==> config.mk <==
export PLATFORM = sky130hd
export DESIGN_NAME = hs32_mem_arb
export DESIGN_NICKNAME = d
export VERILOG_FILES = /design/src/rtl/hs32_mem_arb.sv
export SDC_FILE = /design/constraint.sdc
export NUM_CORES = 1
export LEC_CHECK = 0
export CAP_MARGIN = 20
export CORE_AREA = 2 2 168 104
export CTS_CLUSTER_SIZE = 14
export DETAILED_ROUTE_END_ITERATION = 10
export DIE_AREA = 0 0 170 106
export GPL_ROUTABILITY_DRIVEN = 0
export PLACE_DENSITY = 0.85
export SYNTH_ARGS = -nofsm -noshare
export SYNTH_HDL_FRONTEND = slang
export SYNTH_SLANG_ARGS = --single-unit
==> constraint.sdc <==
create_clock -name clk -period 1.6 [get_ports clk]
set_input_delay 0.4 -clock clk [delete_from_list [all_inputs] [get_ports clk]]
set_output_delay 0.4 -clock clk [all_outputs]
set_load 0.05 [all_outputs]
==> src/rtl/hs32_mem_arb.sv <==
// hs32_mem_arb: shares one valid/ready memory port between exec (A) and fetch (B).
// Ports: clk, reset (async, active-low); per requester req/rw/addr/dtw in and
// rdy/err/dtr out; memory side addr_m/rw_m/dtw_m/valid_m out, ready_m/dtr_m in;
// busy is high whenever the arbiter is not idle.
module hs32_mem_arb #(
    parameter int AW        = 32,
    parameter int DW        = 32,
    parameter int PRIO_MODE = 0,
    parameter int TIMEOUT   = 0,
    parameter int TW        = 8
) (
    input  logic          clk,
    input  logic          reset,
    input  logic          req_a,
    input  logic          rw_a,
    input  logic [AW-1:0] addr_a,
    input  logic [DW-1:0] dtw_a,
    output logic          rdy_a,
    output logic          err_a,
    output logic [DW-1:0] dtr_a,
    input  logic          req_b,
    input  logic          rw_b,
    input  logic [AW-1:0] addr_b,
    input  logic [DW-1:0] dtw_b,
    output logic          rdy_b,
    output logic          err_b,
    output logic [DW-1:0] dtr_b,
    output logic [AW-1:0] addr_m,
    output logic          rw_m,
    output logic [DW-1:0] dtw_m,
    output logic          valid_m,
    input  logic          ready_m,
    input  logic [DW-1:0] dtr_m,
    output logic          busy
);

    typedef enum logic [1:0] {IDLE, BUSY, DONE} state_t;

    localparam bit          WD_EN   = (TIMEOUT != 0);
    localparam logic [TW-1:0] WD_LAST =
        TW'((TIMEOUT == 0) ? 0 : TIMEOUT - 1);

    state_t        state_q, state_d;
    // Requester index encoding: 0 = A (exec), 1 = B (fetch).
    logic          gnt_q, gnt_d;
    logic          last_q, last_d;
    logic [TW-1:0] wdog_q, wdog_d;
    logic          valid_q, valid_d;
    logic          rw_q, rw_d;
    logic [AW-1:0] addr_q, addr_d;
    logic [DW-1:0] dtw_q, dtw_d;
    logic          rdy_a_q, rdy_a_d, rdy_b_q, rdy_b_d;
    logic          err_a_q, err_a_d, err_b_q, err_b_d;
    logic [DW-1:0] dtr_a_q, dtr_a_d, dtr_b_q, dtr_b_d;
    logic          busy_q, busy_d;
    logic          win_b;

    // With both requesting, round-robin hands the grant to whoever did not win last.
    always_comb begin
        win_b = req_b;
        if (req_a && req_b) begin
            win_b = (PRIO_MODE != 0) ? 1'b0 : ~last_q;
        end
    end

    always_comb begin
        state_d = state_q;
        gnt_d   = gnt_q;
        last_d  = last_q;
        wdog_d  = wdog_q;
        valid_d = valid_q;
        rw_d    = rw_q;
        addr_d  = addr_q;
        dtw_d   = dtw_q;
        rdy_a_d = rdy_a_q;
        rdy_b_d = rdy_b_q;
        err_a_d = err_a_q;
        err_b_d = err_b_q;
        dtr_a_d = dtr_a_q;
        dtr_b_d = dtr_b_q;
        unique case (state_q)
            IDLE: begin
                if (req_a || req_b) begin
                    gnt_d   = win_b;
                    last_d  = win_b;
                    addr_d  = win_b ? addr_b : addr_a;
                    rw_d    = win_b ? rw_b : rw_a;
                    dtw_d   = win_b ? dtw_b : dtw_a;
                    valid_d = 1'b1;
                    wdog_d  = '0;
                    state_d = BUSY;
                end
            end
            BUSY: begin
                if (ready_m) begin
                    valid_d = 1'b0;
                    state_d = DONE;
                    if (gnt_q) begin
                        rdy_b_d = 1'b1;
                        err_b_d = 1'b0;
                        if (!rw_q) dtr_b_d = dtr_m;
                    end else begin
                        rdy_a_d = 1'b1;
                        err_a_d = 1'b0;
                        if (!rw_q) dtr_a_d = dtr_m;
                    end
                end else if (WD_EN) begin
                    if (wdog_q == WD_LAST) begin
                        // Memory never answered: abort and flag the requester.
                        valid_d = 1'b0;
                        state_d = DONE;
                        if (gnt_q) begin
                            rdy_b_d = 1'b1;
                            err_b_d = 1'b1;
                        end else begin
                            rdy_a_d = 1'b1;
                            err_a_d = 1'b1;
                        end
                    end else begin
                        wdog_d = wdog_q + 1'b1;
                    end
                end
            end
            DONE: begin
                rdy_a_d = 1'b0;
                rdy_b_d = 1'b0;
                err_a_d = 1'b0;
                err_b_d = 1'b0;
                state_d = IDLE;
            end
            default: state_d = IDLE;
        endcase
        busy_d = (state_d != IDLE);
    end

    always_ff @(posedge clk or negedge reset) begin
        if (!reset) begin
            state_q <= IDLE;
            gnt_q   <= 1'b1;
            last_q  <= 1'b1;
            wdog_q  <= '0;
            valid_q <= 1'b0;
            rw_q    <= 1'b0;
            addr_q  <= '0;
            dtw_q   <= '0;
            rdy_a_q <= 1'b0;
            rdy_b_q <= 1'b0;
            err_a_q <= 1'b0;
            err_b_q <= 1'b0;
            dtr_a_q <= '0;
            dtr_b_q <= '0;
            busy_q  <= 1'b0;
        end else begin
            state_q <= state_d;
            gnt_q   <= gnt_d;
            last_q  <= last_d;
            wdog_q  <= wdog_d;
            valid_q <= valid_d;
            rw_q    <= rw_d;
            addr_q  <= addr_d;
            dtw_q   <= dtw_d;
            rdy_a_q <= rdy_a_d;
            rdy_b_q <= rdy_b_d;
            err_a_q <= err_a_d;
            err_b_q <= err_b_d;
            dtr_a_q <= dtr_a_d;
            dtr_b_q <= dtr_b_d;
            busy_q  <= busy_d;
        end
    end

    assign addr_m  = addr_q;
    assign rw_m    = rw_q;
    assign dtw_m   = dtw_q;
    assign valid_m = valid_q;
    assign rdy_a   = rdy_a_q;
    assign rdy_b   = rdy_b_q;
    assign err_a   = err_a_q;
    assign err_b   = err_b_q;
    assign dtr_a   = dtr_a_q;
    assign dtr_b   = dtr_b_q;
    assign busy    = busy_q;

endmodule

---- Yosys cells after proc, flatten, opt, wreduce, memory -nomap -nowiden ----
Index checks and enable logic that the tools add are counted.
word-level totals
  register bits ........................... 138
  output and inout bits ................... 135
cells by class
  muxes and demuxes ....................... 22
  equal/unequal tests ..................... 6
  bitwise logic cells ..................... 2
  reductions and logical operators ........ 12
operator list
  kind                count
  $mux 32             2
  $mux 1              12
  $pmux 1 s2          5
  $reduce_and 3->1    3
  $ne 2x2->1 const B  4
  $reduce_and 4->1    2
  $reduce_bool 2->1   3
  $mux 2              2
  $pmux 2 s2          1
  $eq 2x1->1 const B  1
  $eq 2x2->1 const B  1
  $logic_not 2->1     1
  $not 1->1           2
  $reduce_and 2->1    1
  $logic_and 1x1->1   1
  $logic_or 1x1->1    1

---- Logic depth before layout (Yosys ltp) ----
  word-level depth ........................ 4
  gate-level depth with buffers ........... 6
  mapped depth without buffers ............ 3

---- Worst setup path after synthesis ----
Ideal clock, no wire load.
  path type ............................... reg-to-reg
  start point ............................. register rw_q (netlist: rw_m)
  end point ............................... register dtr_b_q[10] (netlist: dtr_b[10])
  stages on the path, launching flop included .. 5
  data arrival time ....................... 1.715 ns
  path slack .............................. -0.240 ns
  clock period less this slack ............ 1.840 ns
  buffers on the path ..................... 2
  cell sequence ........................... dfrtp_1 -> or4b_1 -> buf_2 -> buf_6 -> mux2_4
between the ends
  word-level cells in the longest chain between the ends .. 2
RTL lines
  element                            line  source
  from (decl)                        49    logic rw_q, rw_d;
  from (signal assigned)             159   rw_q <= rw_d;
  $not 1->1 (no source line)         --
  $reduce_and 4->1 (no source line)  --
  to (signal assigned)               167   dtr_b_q <= dtr_b_d;
  to (decl)                          54    logic [DW-1:0] dtr_a_q, dtr_a_d, dtr_b_q, dtr_b_d;
Every way passes these cells.
A chain may end at the register's enable or synchronous reset.

---- Worst setup path in the final report ----
  start point ............................. register last_q
  end point ............................... register addr_q[11] (netlist: addr_m[11])
between the ends
  word-level cells in the longest chain between the ends .. 3
RTL lines
  element                     line  source
  from (decl)                 46    logic last_q, last_d;
  from (signal assigned)      156   last_q <= last_d;
  $not 1->1 (no source line)  --
  $mux 1                      61    if (req_a && req_b) begin
  $mux 32                     86    addr_d = win_b ? addr_b : addr_a;
  to (signal assigned)        160   addr_q <= addr_d;
  to (decl)                   50    logic [AW-1:0] addr_q, addr_d;
Every way passes these cells.

==> impl_metrics.csv <==
group,metric,value,unit
floorplan,die_width,170,um
sta,tightest_slew,710.9,ps
setup_path,crit_path_max_fanout,5,
global_route,grtUsageMet1,32.42,%
layout,final_cells,1040,
setup_path,kind_of_capture_point_of_the_worst_setup_path,"flop",
synth,synth_cell_types,26,
power_and_ir_drop,ir_worst_vdd,0.001382,V
synth,syn-mean-instance-area,12.76,um2
sta,rsz0062_at_grt,"true",
sta,finalHoldViolations,0,
clock_tree,cts_tree,"yes",
floorplan,floorplan.io_pins,302,
sta,post-route-period-util,107.9,%
power_and_ir_drop,combPwrFrac,65.9,%
sta,setup_viol_count_final,104,
synth,mappedNetlistArea,6012,um2
setup_path,critPathMostFrequentCell,"buf_6",
layout,layout.nets,980,
routing,vias,5907,
synth,synth_top_area_cell,"dfrtp_1",
floorplan,height_of_the_die,106,um
place,port-buffer-count,299,
synth,syn-instance-count,471,
power_and_ir_drop,power,33890,uW
flow_run,cap_violations,0,
global_route,global_route_wire_length_before_repair,36.61,mm
synth,synth_commonest_cells,"dfrtp_1 (135), nand2_1 (68), a2111oi_0 (65), a2bb2oi_1 (65), clkbuf_1 (37)",
routing,detail_route.first_pass.iterations,5,
setup_path,critical_path_required,1880,ps
global_route,antenna_found_initial,0,
sta,final.min_clock_period,1726,ps
setup_path,cp_num_buf_inv,3,
synth,synth-compound-area-share,19.83,%
floorplan,rows,37,
worst_hold_path,holdCritPathClass,"in -> async",
routing,routed_wirelength,28.39,mm
synth,dominantRegCellSynth,"dfrtp_1",
clock_tree,clock_insertion_delay_at_the_later_pin_of_the_skew_report,410,ps
layout,fillers,796,
synth,multiplexer_share_of_the_synthesized_area,14.05,%
synth,synth_largest_type_area_fraction,56.19,%
synth,dominant_combinational_cell_family_by_area_after_synthesis,"compound AO/OA/AOI/OAI gates",
sta,max_freq,579.3,MHz
global_route,met3_usage,8.451,%
setup_path,critical_path_class,"reg -> reg",
place,placedCellCount,972,
routing,antenna_violating_nets_post_route,0,
global_route,first_global_vias,6307,
global_route,gr-max-usage-layer,"met2",
power_and_ir_drop,power_per_cell_area,2479,nW/um2
synth,post_synth_fa_ha_maj_area_fraction,0,%
routing,wire_per_inst,27.30,um
power_and_ir_drop,switchingPower,14750,uW
routing,post_drt_via_cell_ratio,5.680,
routing,post-route-drc-count,0,
sta,timing.final.ws_setup,-126.3,ps
setup_path,critPathTopFamily,"compound AO/OA/AOI/OAI gates",
setup_path,worstRegToRegCells,6,
outcome,violated_checks,"setup timing",
clock_tree,clk_path_buf_depth,2,
synth,post_synth_xor_area_fraction,0,%
routing,first_iter_violations,404,
power_and_ir_drop,internal-power,19130,uW
global_route,grt_max_degree,65,
power_and_ir_drop,clkPwrFrac,12.4,%
setup_path,crit_slowest_cell,"dfstp_2",
floorplan,die_area,18020,um2
global_route,met2_capacity_usage_during_global_routing,45.77,%
setup_path,critical_path.max_stage_delay,530,ps
clock_tree,cts_inserted_buffers,17,
synth,ys_seq_area_share,56.63,%
power_and_ir_drop,power.leakage,0.005574,uW
setup_path,start_kind,"flop",
synth,async_flop_share,100.0,%
synth,synth-simple-area-share,5.369,%
power_and_ir_drop,swShare,43.53,%
layout,area.growth.synth_to_final,127.4,%
sta,final_setup_skew,15.83,ps
setup_path,worstPathCellList,"buf_6, a21boi_4, buf_12, buf_6, a2111oi_4, a2bb2oi_1",
clock_tree,path_clk_slew,70,ps
outcome,status,"finished, violations left",
place,dp_hpwl,15.44,mm
clock_tree,cts-root-buf,"clkbuf_16",
synth,yosys_warnings,0,
global_route,globalRouteOverflowTotal,0,
synth,cell_types_occupying_the_most_area_after_synthesis,"dfrtp_1 (56%), a2111oi_0 (9.5%), a2bb2oi_1 (9.5%), mux2_4 (7.5%), mux2_2 (6.4%)",
layout,num_antenna_cells,0,
synth,synth.ff_latch_count,136,
synth,post-synth-top-count-cell,"dfrtp_1",
setup_path,timing.critical_path.arrival,2010,ps
layout,layout_cells_sized_above_1,51.09,%
clock_tree,htree_num_levels,4,
power_and_ir_drop,share_seq_of_total_power,21.7,%
sta,final-max-slew-violation-count,0,
floorplan,core_area,16670,um2
synth,synth_enable_flop_cells,0,
floorplan,floorplan.initialDensity,36.07,%
clock_tree,tritoncts_num_sinks,136,
setup_path,timing.critical_path.depth,6,
global_route,global_route.usage.total,26.70,%
sta,max_slew_margin,52.61,%
place,post-place-ws,-803.4,ps
path summary, 6_finish.rpt:
| check | slack (ps) | endpoint | from |
|---|---|---|---|
| min in group clk | 520 | busy | req_b |
| worst max-delay path | -130 | addr_m[11] | last_q |
| worst min-delay path | 410 | dtr_b[19] | reset |
| max in group asynchronous | 680 | last_q | reset |
| worst min register to register | 580 | dtr_b[13] | dtr_b[13] |
| worst max register to register | -130 | addr_m[11] | last_q |
registers in the layout, summed over array words and instances (netlist names):
register,cells
dtw_m,32
state_q,2
valid_m,1
busy,1
rdy_b,1
rdy_a,1
last_q,1
dtr_a,32
rw_m,1
dtr_b,32
addr_m,32
cell families after synthesis:
logic type             Yosys count
muxes                           65
AOI/OAI and AO/OA              138
and+or+nand+nor                 78
DFF                            136
buffers and inverters           53
other                            1
final cells by class:
cell class / instances / area, um2 / area share, %
multi-input cells: 283 / 3918 / 28.66
clock buffers: 18 / 429.2 / 3.140
flip-flops and latches: 136 / 3408 / 24.93
well taps: 214 / 267.8 / 1.959
clock inverters: 14 / 186.4 / 1.364
repair buffers: 375 / 5460 / 39.94
stage by stage:
stage	hold slack (ps)	TNS, ps	area (um2)	util [%]
floorplan	104.4	-4473	6033	-
global placement	238.1	-71570	10860	65.14
detailed placement	238.4	-74530	10860	65.14
CTS	392.6	-5974	12570	75.42
global route	388.9	-10780	13670	82.02
finish	411.7	-4807	13670	82.02
repair_timing:
action | CTS | global route
hold endpoints to repair | 11 | 0
pin swaps | 22 | 59
setup buffers | 11 | 12
hold buffers | 1 | 0
resized for setup | 193 | 108
endpoints found under the setup margin | 130 | 130
gates cloned | 6 | 9
metal layers:
metal | part of all wire, % | up-vias
met2 | 50 | 320
met3 | 8.3 | 57
met1 | 39 | 3039
li1 | - | 2491
met4 | 2.7 | 0
met5 | 0 | -
layout by cell type, fill, tap and decap left out, types with 2 or more instances in the layout:
cell type        count
clkdlybuf4s50_1    162
dfrtp_1            132
buf_6               13
dlygate4sd2_1        3
inv_6                5
conb_1               2
o21ai_0              4
mux2_4              62
buf_12             150
nand2_2              7
clkbuf_16           25
a2111oi_2            5
nor2_1               2
buf_16               6
bufinv_16            3
a2111oi_4           60
nand2_1             61
clkinv_4             3
a2bb2oi_2           33
mux2_2               3
clkinvlp_4           2
a2bb2oi_1           32
buf_8                3
buf_4               28
dfrtp_2              3
worst register-to-register path: stages (launching register included):
cell and delay (ps):
dfstp_2 530, buf_6 130, a21boi_4 120, buf_12 190, buf_6 140, a2111oi_4 370, a2bb2oi_1 130
power by group through the flow:
stage	Clock [uW]	Combinational [uW]	Sequential [uW]
after floorplan	0	3490	11900
final	4210	22300	7350
after CTS	4230	20200	7160
after detailed placement	0	18200	7150
after global routing	4430	22900	7520
after global placement	0	17900	7030
Power figures use the tool's default switching activity.
